[src/rtl/pool_result_writer_if.sv]
// Bundles the producer beat, SRAM write port and layer-control signals of pool_result_writer.
// WR_CHECKSUM_EN adds the checksum signal to both modports.
interface pool_result_writer_if #(
  parameter int ADDR_W = 12
);
  logic              start;
  logic [ADDR_W-1:0] baseAddr;
  logic [ADDR_W-1:0] wordCount;
  logic              convValid;
  logic [31:0]       convResult;
  logic              memReady;
  logic              memWe;
  logic [ADDR_W-1:0] memAddr;
  logic [31:0]       memWdata;
  logic              busy;
  logic              done;
  logic              overflow;
`ifdef WR_CHECKSUM_EN
  logic [31:0]       checksum;

  modport master (
    output start, baseAddr, wordCount, convValid, convResult, memReady,
    input  memWe, memAddr, memWdata, busy, done, overflow, checksum
  );
  modport slave (
    input  start, baseAddr, wordCount, convValid, convResult, memReady,
    output memWe, memAddr, memWdata, busy, done, overflow, checksum
  );
`else
  modport master (
    output start, baseAddr, wordCount, convValid, convResult, memReady,
    input  memWe, memAddr, memWdata, busy, done, overflow
  );
  modport slave (
    input  start, baseAddr, wordCount, convValid, convResult, memReady,
    output memWe, memAddr, memWdata, busy, done, overflow
  );
`endif
endinterface

[src/rtl/pool_result_writer.sv]
// Captures pooled result beats into a FIFO and writes them to sequential SRAM words; beat-to-write 2 edges.
// No producer backpressure: a full FIFO without a pop drops the beat and sets sticky overflow. Macro WR_CHECKSUM_EN adds a write-data checksum.
module pool_result_writer_fifo #(
  parameter int DEPTH = 8,
  parameter int W     = 32
) (
  input  logic         clk,
  input  logic         rst,
  input  logic         clr,
  input  logic         push,
  input  logic [W-1:0] push_dat,
  input  logic         pop,
  output logic [W-1:0] head,
  output logic         empty,
  output logic         full
);
  localparam int AW = $clog2(DEPTH);

  logic [W-1:0]  mem [DEPTH];
  logic [AW-1:0] wr_ptr;
  logic [AW-1:0] rd_ptr;
  logic [AW:0]   fill;
  logic          wr;

  assign empty = (fill == '0);
  assign full  = (fill == (AW+1)'(DEPTH));
  assign head  = mem[rd_ptr];
  // Full slot is reusable when the head leaves on the same edge; pop is only raised when non-empty.
  assign wr    = push && (!full || pop) && !clr;

  always_ff @(posedge clk) begin
    if (wr) mem[wr_ptr] <= push_dat;
  end

  always_ff @(posedge clk or negedge rst) begin
    if (!rst) begin
      wr_ptr <= '0;
      rd_ptr <= '0;
      fill   <= '0;
    end else if (clr) begin
      wr_ptr <= '0;
      rd_ptr <= '0;
      fill   <= '0;
    end else begin
      if (wr)  wr_ptr <= wr_ptr + AW'(1);
      if (pop) rd_ptr <= rd_ptr + AW'(1);
      fill <= fill + (AW+1)'(wr) - (AW+1)'(pop);
    end
  end
endmodule

module pool_result_writer #(
  parameter int DEPTH  = 8,
  parameter int ADDR_W = 12
) (
  input logic                 clk,
  input logic                 rst,
  pool_result_writer_if.slave bus
);
  typedef enum logic [1:0] {IDLE, RUN, DONE} state_t;

  localparam logic [ADDR_W-1:0] ONE = ADDR_W'(1);

  state_t            state;
  logic [ADDR_W-1:0] base;
  logic [ADDR_W-1:0] cnt;
  logic [ADDR_W-1:0] issued;
  logic              zero_pend;
  logic              fifo_empty;
  logic              fifo_full;
  logic [31:0]       fifo_head;
  logic              in_run;
  logic              accept;
  logic              push;
  logic              pop;
  logic              last;
  logic              drop;

  assign in_run = (state == RUN);
  assign accept = (state == IDLE) && !zero_pend && bus.start;
  assign push   = in_run && bus.convValid;
  assign pop    = in_run && !fifo_empty && bus.memReady;
  assign last   = pop && ((issued + ONE) == cnt);
  assign drop   = push && fifo_full && !pop;

  // Surplus beats are flushed by clearing on the final write edge.
  pool_result_writer_fifo #(.DEPTH(DEPTH), .W(32)) u_fifo (
    .clk      (clk),
    .rst      (rst),
    .clr      (accept || last),
    .push     (push),
    .push_dat (bus.convResult),
    .pop      (pop),
    .head     (fifo_head),
    .empty    (fifo_empty),
    .full     (fifo_full)
  );

  always_ff @(posedge clk or negedge rst) begin
    if (!rst) begin
      state        <= IDLE;
      base         <= '0;
      cnt          <= '0;
      issued       <= '0;
      zero_pend    <= 1'b0;
      bus.memWe    <= 1'b0;
      bus.memAddr  <= '0;
      bus.memWdata <= '0;
      bus.busy     <= 1'b0;
      bus.done     <= 1'b0;
      bus.overflow <= 1'b0;
`ifdef WR_CHECKSUM_EN
      bus.checksum <= '0;
`endif
    end else begin
      bus.memWe <= 1'b0;
      bus.done  <= 1'b0;
      case (state)
        IDLE: begin
          // A zero-length layer takes one extra IDLE cycle, then reports done with no writes.
          if (zero_pend) begin
            zero_pend <= 1'b0;
            state     <= DONE;
            bus.done  <= 1'b1;
          end else if (accept) begin
            base         <= bus.baseAddr;
            cnt          <= bus.wordCount;
            issued       <= '0;
            bus.overflow <= 1'b0;
`ifdef WR_CHECKSUM_EN
            bus.checksum <= '0;
`endif
            if (bus.wordCount == '0) begin
              zero_pend <= 1'b1;
            end else begin
              state    <= RUN;
              bus.busy <= 1'b1;
            end
          end
        end
        RUN: begin
          if (pop) begin
            bus.memWe    <= 1'b1;
            bus.memAddr  <= base + issued;
            bus.memWdata <= fifo_head;
            issued       <= issued + ONE;
`ifdef WR_CHECKSUM_EN
            bus.checksum <= bus.checksum + fifo_head;
`endif
          end
          if (drop) bus.overflow <= 1'b1;
          if (last) begin
            state    <= DONE;
            bus.busy <= 1'b0;
            bus.done <= 1'b1;
          end
        end
        DONE: state <= IDLE;
        default: state <= IDLE;
      endcase
    end
  end
endmodule

[src/flat_wrapper.sv]
// flat-port wrapper written by rule: the top's interface ports become plain ports
module pool_result_writer_flat 
#(
  parameter int DEPTH  = 8,
  parameter int ADDR_W = 12
)
  (clk, rst, bus_start, bus_baseAddr, bus_wordCount, bus_convValid, bus_convResult, bus_memReady, bus_memWe, bus_memAddr, bus_memWdata, bus_busy, bus_done, bus_overflow);
  pool_result_writer_if #(.ADDR_W(ADDR_W)) bus_i ();
  input logic clk;
  input logic rst;
  input wire logic [$bits(bus_i.start)-1:0] bus_start;
  input wire logic [$bits(bus_i.baseAddr)-1:0] bus_baseAddr;
  input wire logic [$bits(bus_i.wordCount)-1:0] bus_wordCount;
  input wire logic [$bits(bus_i.convValid)-1:0] bus_convValid;
  input wire logic [$bits(bus_i.convResult)-1:0] bus_convResult;
  input wire logic [$bits(bus_i.memReady)-1:0] bus_memReady;
  output wire logic [$bits(bus_i.memWe)-1:0] bus_memWe;
  output wire logic [$bits(bus_i.memAddr)-1:0] bus_memAddr;
  output wire logic [$bits(bus_i.memWdata)-1:0] bus_memWdata;
  output wire logic [$bits(bus_i.busy)-1:0] bus_busy;
  output wire logic [$bits(bus_i.done)-1:0] bus_done;
  output wire logic [$bits(bus_i.overflow)-1:0] bus_overflow;
  assign bus_i.start = bus_start;
  assign bus_i.baseAddr = bus_baseAddr;
  assign bus_i.wordCount = bus_wordCount;
  assign bus_i.convValid = bus_convValid;
  assign bus_i.convResult = bus_convResult;
  assign bus_i.memReady = bus_memReady;
  assign bus_memWe = bus_i.memWe;
  assign bus_memAddr = bus_i.memAddr;
  assign bus_memWdata = bus_i.memWdata;
  assign bus_busy = bus_i.busy;
  assign bus_done = bus_i.done;
  assign bus_overflow = bus_i.overflow;
  pool_result_writer #(.DEPTH(DEPTH), .ADDR_W(ADDR_W)) u_core (.clk(clk), .rst(rst), .bus(bus_i));
endmodule
[config.mk]
export PLATFORM = sky130hd
export DESIGN_NAME = pool_result_writer_flat
export DESIGN_NICKNAME = d
export VERILOG_FILES = /design/src/rtl/pool_result_writer_if.sv /design/src/rtl/pool_result_writer.sv /design/src/flat_wrapper.sv
export SDC_FILE = /design/constraint.sdc
export NUM_CORES = 1
export LEC_CHECK = 0
export CAP_MARGIN = 5
export CORE_ASPECT_RATIO = 0.7
export CORE_MARGIN = 2
export CORE_UTILIZATION = 36
export DETAILED_ROUTE_END_ITERATION = 6
export PLACE_DENSITY_LB_ADDON = 0.2
export SYNTH_ARGS = -nofsm -noshare
export SYNTH_HDL_FRONTEND = slang
export SYNTH_SLANG_ARGS = --single-unit
[constraint.sdc]
create_clock -name clk -period 17.5 [get_ports clk]
set_clock_uncertainty 0.2 [all_clocks]
set_input_delay 1.75 -clock clk [delete_from_list [all_inputs] [get_ports clk]]
set_output_delay 1.75 -clock clk [all_outputs]
set_load 0.05 [all_outputs]
Word-level counts from Yosys, hierarchy flattened
Memories as Yosys holds them, arrays and structs flattened. A register that Yosys moved wholly into a read port is not among the register bits.
Index checks and enable logic that the tools add are counted.
{"block": "word_totals", "register_bits": 65, "output_inout_bits": 48, "n_memories": 1, "mem_bits_rw": 256}
{"block": "classes", "n_addsub": 6, "muxes": 33, "bitwise": 1, "reduce_logical": 30, "eq_ne": 11}
{"name": "u_core.u_fifo.mem", "words": 8, "width": 32, "rd": 1, "rd_ports_with_merged_regs": 1, "write_ports": 1, "line_no": "pool_result_writer.sv:19", "rtl": "logic [W-1:0] mem [DEPTH];"}
{"operator": "$mux W12", "n": 3}
{"operator": "$pmux W12 S2", "n": 1}
{"operator": "$mux W1", "n": 16}
{"operator": "$add A12 B1 Y12 const B", "n": 1}
{"operator": "$add A12 B12 Y12", "n": 1}
{"operator": "$eq A12 B12 Y1", "n": 1}
{"operator": "$logic_not A12 Y1", "n": 1}
{"operator": "$mux W3", "n": 4}
{"operator": "$logic_and A1 B1 Y1", "n": 10}
{"operator": "$ne A2 B2 Y1 const B", "n": 5}
{"operator": "$mux W2", "n": 4}
{"operator": "$reduce_and A4 Y1", "n": 2}
{"operator": "$add A3 B1 Y3 const B", "n": 2}
{"operator": "$logic_not A1 Y1", "n": 6}
{"operator": "$pmux W1 S2", "n": 3}
{"operator": "$reduce_and A3 Y1", "n": 2}
{"operator": "$reduce_bool A2 Y1", "n": 3}
{"operator": "$reduce_and A5 Y1", "n": 1}
{"operator": "$add A4 B1 Y4", "n": 1}
{"operator": "$eq A4 B4 Y1 const B", "n": 1}
{"operator": "$logic_not A4 Y1", "n": 1}
{"operator": "$mux W4", "n": 1}
{"operator": "$pmux W2 S2", "n": 1}
{"operator": "$sub A4 B1 Y4", "n": 1}
{"operator": "8 further kinds", "n": 9}

Depth between registers and ports, before layout
Gate-level depths: netlist of run 1.
{"block": "logic_depth", "depth_word": 11, "depth_mapped": 14, "depth_no_buf": 14}

Modules after synthesis
Synthesis of run 1 repeated with hierarchy kept, for this count alone.
{"block": "unflattened", "cells_unflattened": 919, "area_unflattened_um2": 14521.4}
{"module": "pool_result_writer_fifo", "area_each_um2": 10267.3, "instances": 1, "cells_each": 441}
{"module": "pool_result_writer", "area_each_um2": 4254.1, "instances": 1, "cells_each": 478}

Worst setup path before layout of run 1
OpenSTA, ideal clock, no wires.
{"block": "synth_path", "path_type": "input to register", "from": "input port bus_memReady", "to": "memory u_core.u_fifo.mem[0][0], enable pin", "arrival_time_ps": 5564, "cell_stages": 6, "required_ps": 16799, "path_slack_ps": 11235, "path_cell_list": "nand3b_1 -> a21o_1 -> clkbuf_1 -> nand3_1 -> nand3_1 -> nor4_1"}
{"block": "synth_between", "elab_chain_len": 7, "word_cells_on_any_way": 9, "cone_classes": "2 x mux; 7 x reduce/logical"}
{"item": "from (decl)", "line_no": "flat_wrapper.sv:16", "rtl": "input wire logic [$bits(bus_i.memReady)-1:0] bus_memReady;"}
{"item": "$logic_and A1 B1 Y1 (*)", "line_no": "pool_result_writer.sv:82", "rtl": "assign pop = in_run && !fifo_empty && bus.memReady;"}
{"item": "$logic_and A1 B1 Y1", "line_no": "pool_result_writer.sv:83", "rtl": "assign last = pop && ((issued + ONE) == cnt);"}
{"item": "$logic_or A1 B1 Y1", "line_no": "pool_result_writer.sv:90", "rtl": ".clr (accept || last),"}
{"item": "$logic_not A1 Y1", "line_no": "pool_result_writer.sv:29", "rtl": "assign wr = push && (!full || pop) && !clr;"}
{"item": "$logic_and A1 B1 Y1 (*)", "line_no": "pool_result_writer.sv:29"}
{"item": "$mux W1 (*)", "line_no": "pool_result_writer.sv:32", "rtl": "if (wr) mem[wr_ptr] <= push_dat;"}
{"item": "$mux W1 (not written as such) (*)", "line_no": "pool_result_writer.sv:32"}
{"item": "to (decl)", "line_no": "pool_result_writer.sv:19"}
Mark *: on every way between the ends. The rest lies on a longest branch, timed or not.

Worst setup path after layout of run 1
{"block": "layout_path", "from": "input port bus_memReady", "to": "register u_core.u_fifo.fill[1]"}
{"block": "layout_between", "elab_chain_len": 8, "word_cells_on_any_way": 10, "cone_classes": "2 x add/sub; 1 x mux; 7 x reduce/logical"}
{"item": "$logic_and A1 B1 Y1 (*)", "line_no": "pool_result_writer.sv:82"}
{"item": "$logic_and A1 B1 Y1", "line_no": "pool_result_writer.sv:83"}
{"item": "$logic_or A1 B1 Y1", "line_no": "pool_result_writer.sv:90"}
{"item": "$logic_not A1 Y1", "line_no": "pool_result_writer.sv:29"}
{"item": "$logic_and A1 B1 Y1", "line_no": "pool_result_writer.sv:29"}
{"item": "$add A4 B1 Y4", "line_no": "pool_result_writer.sv:47", "rtl": "fill <= fill + (AW+1)'(wr) - (AW+1)'(pop);"}
{"item": "$sub A4 B1 Y4", "line_no": "pool_result_writer.sv:47"}
{"item": "$mux W4 (*)", "line_no": "pool_result_writer.sv:40", "rtl": "end else if (clr) begin"}
{"item": "to (signal assigned)", "line_no": "pool_result_writer.sv:47"}
{"item": "to (decl)", "line_no": "pool_result_writer.sv:22", "rtl": "logic [AW:0] fill;"}
Marked as above.
A chain may end at the register's enable or synchronous reset.

==> metrics.txt, run 1 <==
fin nets=1105; Rel. slew slack=36.9%; diode count=0; WP data required=17680 ps; Antenna Violating Nets Remaining=0; global-route wire length before repair=48.2 mm; Vias=7885; placer's final routability congestion estimate=0.755; Seq/Total Area, Yosys=69.8%; Arrival @ worst endpoint=5180 ps; Initial Util=36.5%; vias in the first global route=7995; post-CTS setup buffers=0; Die Y=172 um; H-Tree Depth=2; Vias/cell=4.98; gate count of the mapped netlist=906; I/O Buffers=108; synth top area cells=edfxtp_1 53%, dfrtp_1 17%, mux4_2 9.9%, nand2_1 3.3%, mux2i_1 2.3%; leakage power=6.27 nW; Top cell by count, worst path=ha_1; CTS buffer count=36; syn_nets=990; CTS max path bufs=3; number of synthesized flops with an enable pin=256; Resized Gates After CTS=0; FF+latch count, synth=353; clk root buf=clkbuf_16; Worst Setup Start Kind=primary input; Pwr per Cell Area=173 nW/um^2; Clock Sinks=353; post-DR wirelength/cell=19.5 um; Final Max Slew Viols=0; First DRT Iteration DRCs=582; area grow syn2layout=19.9%; register clock-pin slew on the reported worst setup and hold paths=60 ps; die area=41900 sq um; Worst-Skew Late Latency=530 ps; fraction of final layout cells sized beyond drive strength 1=15.1%; Max Cap Viol=0; initial antenna violation count=1; Tmin final=5000 ps; Setup Viol. Count Final=0; GRT overflow=0; Cell Chain, Critical Path=clkdlybuf4s50_1, nand3b_1, a2111oi_2, o2111ai_1, or4_4, a2111oi_4, buf_4, or3_1, ha_1, inv_1, ha_1, fa_1, nor3b_1; Hold Path Class=flip-flop to flip-flop; synth cell count leaders=256 x edfxtp_1, 128 x nand2_1, 97 x dfrtp_1; Final Cycle Share=28.6%; core area=39700 sq um; Post-DP Area=16200 sq um; Crit-path slowest cell=clkdlybuf4s50_1; post-DP HPWL=18.7 mm; Die Wd=244 um; io pins=109; design area=17400 sq um; WL final=30.9 mm; ys flop type=edfxtp_1; Worst VDD drop=0.0000715 V; CP endpoint kind=flip-flop; Syn Area/Cell=16.0 sq um; Final Hold Fails=0; Total GRT Usage=15.1%; count leader, synth=edfxtp_1; outcome=completed; Crit Path Max Fanout=23; Syn Std Cell Area=14500 sq um; dpl cells=1518; crit path kind=primary input to flip-flop; critical path's largest stage delay=460 ps; sum of negative setup slack=0 ps; largest net degree at the start of global routing=66; f_max=0.200 GHz; hold_buf cts=0; DRC viols=0; CTS tree=built; family with the most delay on the worst path=simple AND/OR/NAND/NOR gates; Row Count=61; post-route insts no fill=1584; RSZ-0062 raised after global routing=false; Ys Warns=0; Synth cell types=57; FFs w/ async S/R, synth=27.5%; share of the synthesized area in the top cell type=53.0%; CP Buf/Inv Count=3; First-pass DRT Iterations=4; Least-Margin Pin Slew=946 ps; Filler cells=3561; Synth area leader=edfxtp_1
## worst paths after layout
path / from / to / slack (ps) / cells after the start
max: bus_memReady / u_core.u_fifo.fill[1] / 12500 / 13
min: u_core.bus.memAddr[4] / u_core.bus.memAddr[4] / 280 / 1
max reg2reg: u_core.issued[0] / u_core.u_fifo.fill[1] / 13310 / 13
min reg2reg: u_core.bus.memAddr[4] / u_core.bus.memAddr[4] / 280 / 1
max in group asynchronous: rst / u_core.u_fifo.rd_ptr[0] / 14840 / 2
min in group asynchronous: rst / u_core.bus.memWe / 1100 / 1
## sequential cells by signal (all words and copies together), names as in the netlist
name	flops
u_core.u_fifo.wr_ptr	3
u_core.cnt	12
u_core.bus.memWe	1
u_core.u_fifo.fill	4
u_core.bus.memAddr	12
u_core.bus.memWdata	32
u_core.bus.overflow	1
u_core.base	12
u_core.issued	12
u_core.zero_pend	1
u_core.u_fifo.mem	256
u_core.u_fifo.rd_ptr	3
u_core.state	2
u_core.bus.busy	1
u_core.bus.done	1
## area by class of cell
class                      count  area (sq um)  share of cell area (%)
sequential                   353         10100                    58.2
multi-input combinational    493          4180                    24.0
timing repair buffer         126          1210                    6.98
clock buffer                  49           991                    5.70
tap                          535           669                    3.85
clock inverter                17           169                   0.972
inverter                      11          41.3                   0.238
## cell usage in the layout, fill, tap and decap left out, types with 9 or more instances in the layout
cell	synthesis	final
edfxtp_1	256	256
nand2_1	128	128
clkdlybuf4s50_1	0	107
dfrtp_1	97	94
mux4_2	64	64
o21ai_0	49	49
clkbuf_16	0	37
mux2i_1	34	34
nand3_1	25	25
ha_1	21	21
buf_4	1	19
nor3_1	22	17
nor2_1	16	16
xnor2_1	14	14
xor2_1	13	13
a21oi_1	12	12
inv_1	11	11
clkbuf_1	28	10
clkinv_2	0	9
## metrics by stage
stage	util [%]	power (mW)	hold WS (ps)	setup slack, ps
6_report	43.8	3.02	275	12500
4_1_cts	43.8	3.06	280	12470
5_1_grt	43.8	3.20	298	12210
3_3_place_gp	40.9	2.28	263	11960
2_1_floorplan	-	1.96	250	11240
3_5_place_dp	40.9	2.29	266	11930
## power breakdown
part,switching [mW],internal [mW],leakage (nW)
combinational,0.612,0.425,2.17
clock,0.315,0.444,0.576
sequential,0.126,1.09,3.53
## kinds of logic (layout without fill, tap and decap cells)
logic type	Yosys count	in the layout	synth area share, %
muxes	98	98	12.3
xor gates and xnor gates	27	27	1.63
adders and majority gates	23	23	2.09
and+or+nand+nor	241	241	7.80
DFF	353	353	69.8
AOI/OAI and AO/OA	104	104	4.62
buffers and inverters	60	203	1.79
## per-layer routing
| metal | routed length [um] | track usage (%) | up-vias |
|---|---|---|---|
| li1 | - | - | 3693 |
| met1 | 16000 | 23.4 | 3982 |
| met2 | 13000 | 21.5 | 172 |
| met3 | 1500 | 3.17 | 36 |
| met4 | 412 | 3.53 | 2 |
| met5 | 12 | 0 | - |
Note: power is estimated with default switching activity, not from simulation.
==> inputs of run 2 (changes only) <==
Clock period 17.5 ns to 4.5 ns, I/O delays scaled along.
==> metrics.txt, run 2 (synthesis gave the netlist of run 1 again) <==
WP data required=4730 ps; Total GRT Usage=15.0%; Final Cycle Share=84.8%; sum of negative setup slack=0 ps; Initial Util=36.5%; Largest regs=u_core.u_fifo.mem: 256 flops, u_core.bus.memWdata: 32 flops; f_max=0.262 GHz; CTS tree=built; H-Tree Depth=2; DRC viols=0; CP endpoint kind=flip-flop; crit path kind=flip-flop to flip-flop; CTS buffer count=36; r2r setup slk=680 ps; die area=41900 sq um; largest net degree at the start of global routing=95; worst hold stages=3; leakage power=6.30 nW; Pwr per Cell Area=678 nW/um^2; Rel. slew slack=28.2%; clk root buf=clkbuf_16; Top cell by count, worst path=ha_1; Die Y=172 um; critical path's largest stage delay=480 ps; initial antenna violation count=0; max reg flops=256; fraction of final layout cells sized beyond drive strength 1=15.4%; Vias/cell=5.00; WL final=30.8 mm; Final Max Slew Viols=0; GRT overflow=0; CTS max path bufs=3; Worst Setup Start Kind=flip-flop; Clock Sinks=353; post-DP HPWL=18.9 mm; post-DR wirelength/cell=19.4 um; Arrival @ worst endpoint=4050 ps; Final Hold Fails=0; Setup Viol. Count Final=0; Worst-Skew Late Latency=530 ps; Worst VDD drop=0.000383 V; diode count=0; Hold WS=254 ps; CP Buf/Inv Count=1; reg-to-reg endpoint=u_core.u_fifo.fill[2]; global-route wire length before repair=47.5 mm; I/O Buffers=108; Crit Path Max Fanout=8; family with the most delay on the worst path=adder cells; Reg2Reg Launch Point=u_core.issued[0]; Tmin final=3820 ps; Layout Utilization=44.2%; register clock-pin slew on the reported worst setup and hold paths=70 ps; io pins=109; Row Count=61; most frequent cells in the layout=256 x edfxtp_1, 128 x nand2_1, 107 x clkdlybuf4s50_1; Power, Total=11.9 mW; Hold Path Class=primary input to flip-flop; outcome=completed; fin nets=1110; most common library cell in the layout ignoring fill and taps=edfxtp_1; Max Cap Viol=0; Least-Margin Pin Slew=1070 ps; placer's final routability congestion estimate=0.769; RSZ-0062 raised after global routing=false; Die Wd=244 um; Hold Path End=u_core.base[2]; First-pass DRT Iterations=5; First DRT Iteration DRCs=606; core area=39700 sq um; dpl cells=1522; Vias=7950; Cell Chain, Critical Path=ha_1, xor2_1, a2111oi_2, o2111ai_1, or4_4, a2111oi_4, or3_1, ha_1, inv_1, ha_1, fa_1, xnor2_1, nor3_1; Crit-path slowest cell=dfrtp_1; cell depth of the worst flop-to-flop path=13; Top reg by flops=u_core.u_fifo.mem; Antenna Violating Nets Remaining=0; Hold Startpoint=bus_baseAddr[2]; post-route insts no fill=1589; area grow syn2layout=20.9%; vias in the first global route=7850
[run 2: cell count changes in the layout (fill, tap and decap cells not counted), moves of 2 or more]
cell	previous run	this run
clkinv_1	2	4
nor3_2	5	0
clkbuf_8	2	7
clkinv_2	9	3
buf_4	19	23
nor3_4	0	5
clkbuf_1	10	8
[run 2: area by class of cell]
class                           instances  area (sq um)
Clock buffer                           53          1080
Clock inverter                         13           146
Tap cell                              535           669
Inverter                               11          41.3
Sequential cell                       353         10100
Multi-Input combinational cell        493          4220
Fill cell                            3535         22200
Timing Repair Buffer                  131          1250
[run 2: timing repair]
item | 4_1_cts | 5_1_grt
gates resized for setup | 0 | 0
endpoints found under the setup margin | 0 | 0
hold endpoints to repair | 72 | 0
buffers inserted | 0 | 0
hold buffers | 1 | 0
[run 2: stage by stage]
step	worst slack (ps)	area, sq um
final	683	17500
after global routing	348	17500
after CTS	665	17500
after detailed placement	524	16300
after global placement	542	16300
after floorplan	-880	14500
[run 2: routing by layer]
layer,track usage [%],share of wire [%],vias to the layer above
met5,0,0,-
met4,4.03,1.6,0
met3,3.01,4.3,39
met2,21.7,43,144
met1,22.9,51,4047
li1,-,-,3720
[run 2: power by group]
group	total (mW)	internal [mW]	switching (mW)
logic	3.98	1.69	2.30
clock network	3.06	1.84	1.22
registers	4.84	4.25	0.588
[run 2: how the worst max path moves through the flow]
stage                           startpoint                      end  slack [ps]  depth (start not counted)
after floorplan           u_core.issued[7]  u_core.u_fifo.mem[0][0]        -880                          7
after global placement        bus_memReady    u_core.u_fifo.fill[1]         540                         12
after detailed placement      bus_memReady    u_core.u_fifo.fill[1]         520                         12
after CTS                 u_core.issued[0]    u_core.u_fifo.fill[2]         660                         13
after global routing      u_core.issued[0]    u_core.u_fifo.fill[2]         350                         13
final                     u_core.issued[0]    u_core.u_fifo.fill[2]         680                         13
[run 2: worst register-to-register path, delay by kind of cell, from the launching register on]
family | cells | cell delay, ps
AO/OA/AOI/OAI | 3 | 790
XOR/XNOR | 2 | 320
adder cells (fa/ha/maj) | 4 | 1130
buffers and inverters | 1 | 40
flip-flops | 1 | 480
AND/OR/NAND/NOR | 3 | 760
==> inputs of run 3 (changes only) <==
Clock period 4.5 ns to 3.9 ns, I/O delays scaled along.
==> metrics.txt, run 3 (synthesis gave the netlist of run 1 again) <==
Max Cap Viol=0; Tmin final=3680 ps; r2r setup slk=220 ps; CTS max path bufs=3; Row Count=61; io pins=109; Final Max Slew Viols=0; Antenna Violating Nets Remaining=0; multi-input logic area=4210 sq um; Worst Setup Start Kind=flip-flop; Die Wd=244 um; die area=41900 sq um; outcome=completed; CTS tree=built; First-pass DRT Iterations=4; First DRT Iteration DRCs=669; largest net degree at the start of global routing=71; global-route wire length before repair=49.5 mm; fin nets=1123; CP endpoint kind=flip-flop; WP data required=4100 ps; Setup WS post-layout=220 ps; post-CTS setup buffers=0; Rel. slew slack=25.7%; core area=39700 sq um; diode count=0; I/O Buffers=108; Top reg by flops=u_core.u_fifo.mem; initial antenna violation count=1; Hold Path End=u_core.base[4]; H-Tree Depth=2; clk root buf=clkbuf_16; Hold Startpoint=bus_baseAddr[4]; fraction of final layout cells sized beyond drive strength 1=16.2%; WL final=31.8 mm; max reg flops=256; Worst-Skew Late Latency=530 ps; Least-Margin Pin Slew=1110 ps; Filler cells=3520; Total GRT Usage=15.5%; vias in the first global route=8186; Hold WS=194 ps; RSZ-0062 raised after global routing=false; worst hold stages=3; Final Cycle Share=94.3%; pre-CTS setup slack=-33.2 ps; post-DP HPWL=19.5 mm; Reg2Reg Launch Point=u_core.issued[0]; most common library cell in the layout ignoring fill and taps=edfxtp_1; Layout Utilization=44.7%; leakage power=6.40 nW; Setup Viol. Count Final=0; post-route insts no fill=1603; Pwr per Cell Area=784 nW/um^2; f_max=0.272 GHz; Clock Sinks=353; GRT overflow=0; CTS buffer count=37; Largest regs=u_core.u_fifo.mem: 256 flops, u_core.bus.memWdata: 32 flops; area grow syn2layout=22.3%; Worst VDD drop=0.000344 V; reg-to-reg endpoint=u_core.u_fifo.fill[1]; Crit Path Max Fanout=2; Final Hold Fails=0; placer's final routability congestion estimate=0.769; Reg area=10100 sq um; post-DR wirelength/cell=19.8 um; crit path kind=flip-flop to flip-flop; Arrival @ worst endpoint=3880 ps; cell depth of the worst flop-to-flop path=12; Vias=7991; dpl cells=1534; DRC viols=0; register clock-pin slew on the reported worst setup and hold paths=60 ps; Die Y=172 um; Vias/cell=4.99; Initial Util=36.5%; most frequent cells in the layout=256 x edfxtp_1, 128 x nand2_1, 107 x clkdlybuf4s50_1; Hold Path Class=primary input to flip-flop
-- run 3: cell count changes in the layout (fill, tap and decap cells not counted), moves of 2 or more --
cell	previous run	this run
nor4_2	2	0
nor3_2	0	5
nor3_4	5	0
clkbuf_8	7	1
clkbuf_1	8	12
buf_4	23	25
clkinv_2	3	6
nor4_4	1	3
clkinvlp_4	0	2
buf_12	0	10
-- run 3: through the flow --
step	setup TNS [ps]	total power, mW	instance area, sq um
floorplan	-114160	8.80	14500
global placement	-6.08	10.4	16500
detailed placement	-43.2	10.5	16500
CTS	0	14.1	17700
global route	0	14.7	17700
finish	0	13.9	17700
-- run 3: cell type report --
cell class / instances / share of cell area, %
tap: 535 / 3.78
clock inverter: 16 / 1.04
inverter: 11 / 0.233
timing repair buffer: 143 / 8.29
sequential: 353 / 57.1
clock buffer: 52 / 5.84
multi-input combinational: 493 / 23.7
-- run 3: critical path, stage by stage (launching register included) --
cell,delay [ps]
dfrtp_1,380
ha_1,330
xor2_1,180
a2111oi_2,330
o2111ai_1,160
or4_4,440
a2111oi_4,340
or3_1,160
ha_1,210
inv_1,60
ha_1,190
fa_1,420
nor3b_1,140
-- run 3: worst max path at each step --
stage	from	endpoint	slack, ps
finish	u_core.issued[0]	u_core.u_fifo.fill[1]	220
CTS	u_core.issued[0]	u_core.u_fifo.fill[1]	190
global route	u_core.issued[0]	u_core.u_fifo.fill[2]	8
global placement	bus_memReady	u_core.u_fifo.fill[1]	-6
floorplan	u_core.issued[7]	u_core.u_fifo.mem[7][0]	-650
detailed placement	bus_memReady	u_core.u_fifo.fill[1]	-30
-- run 3: what timing repair did --
item	CTS	global route
endpoints found under the hold margin	58	0
gates resized for setup	0	0
hold buffers	1	0
-- run 3: power by group --
group	total (mW)	switching, mW	internal, mW
combinational	4.79	2.74	2.05
sequential	5.54	0.639	4.90
clock	3.56	1.44	2.12
-- run 3: routing by layer --
layer  up-vias  global-route usage [%]  share of wire [%]
li1       3743                       -                  -
met1      4038                    24.1                 51
met2       157                    21.9                 42
met3        51                    2.89                5.8
met4         2                    4.35                2.1
met5         -                       0              0.050
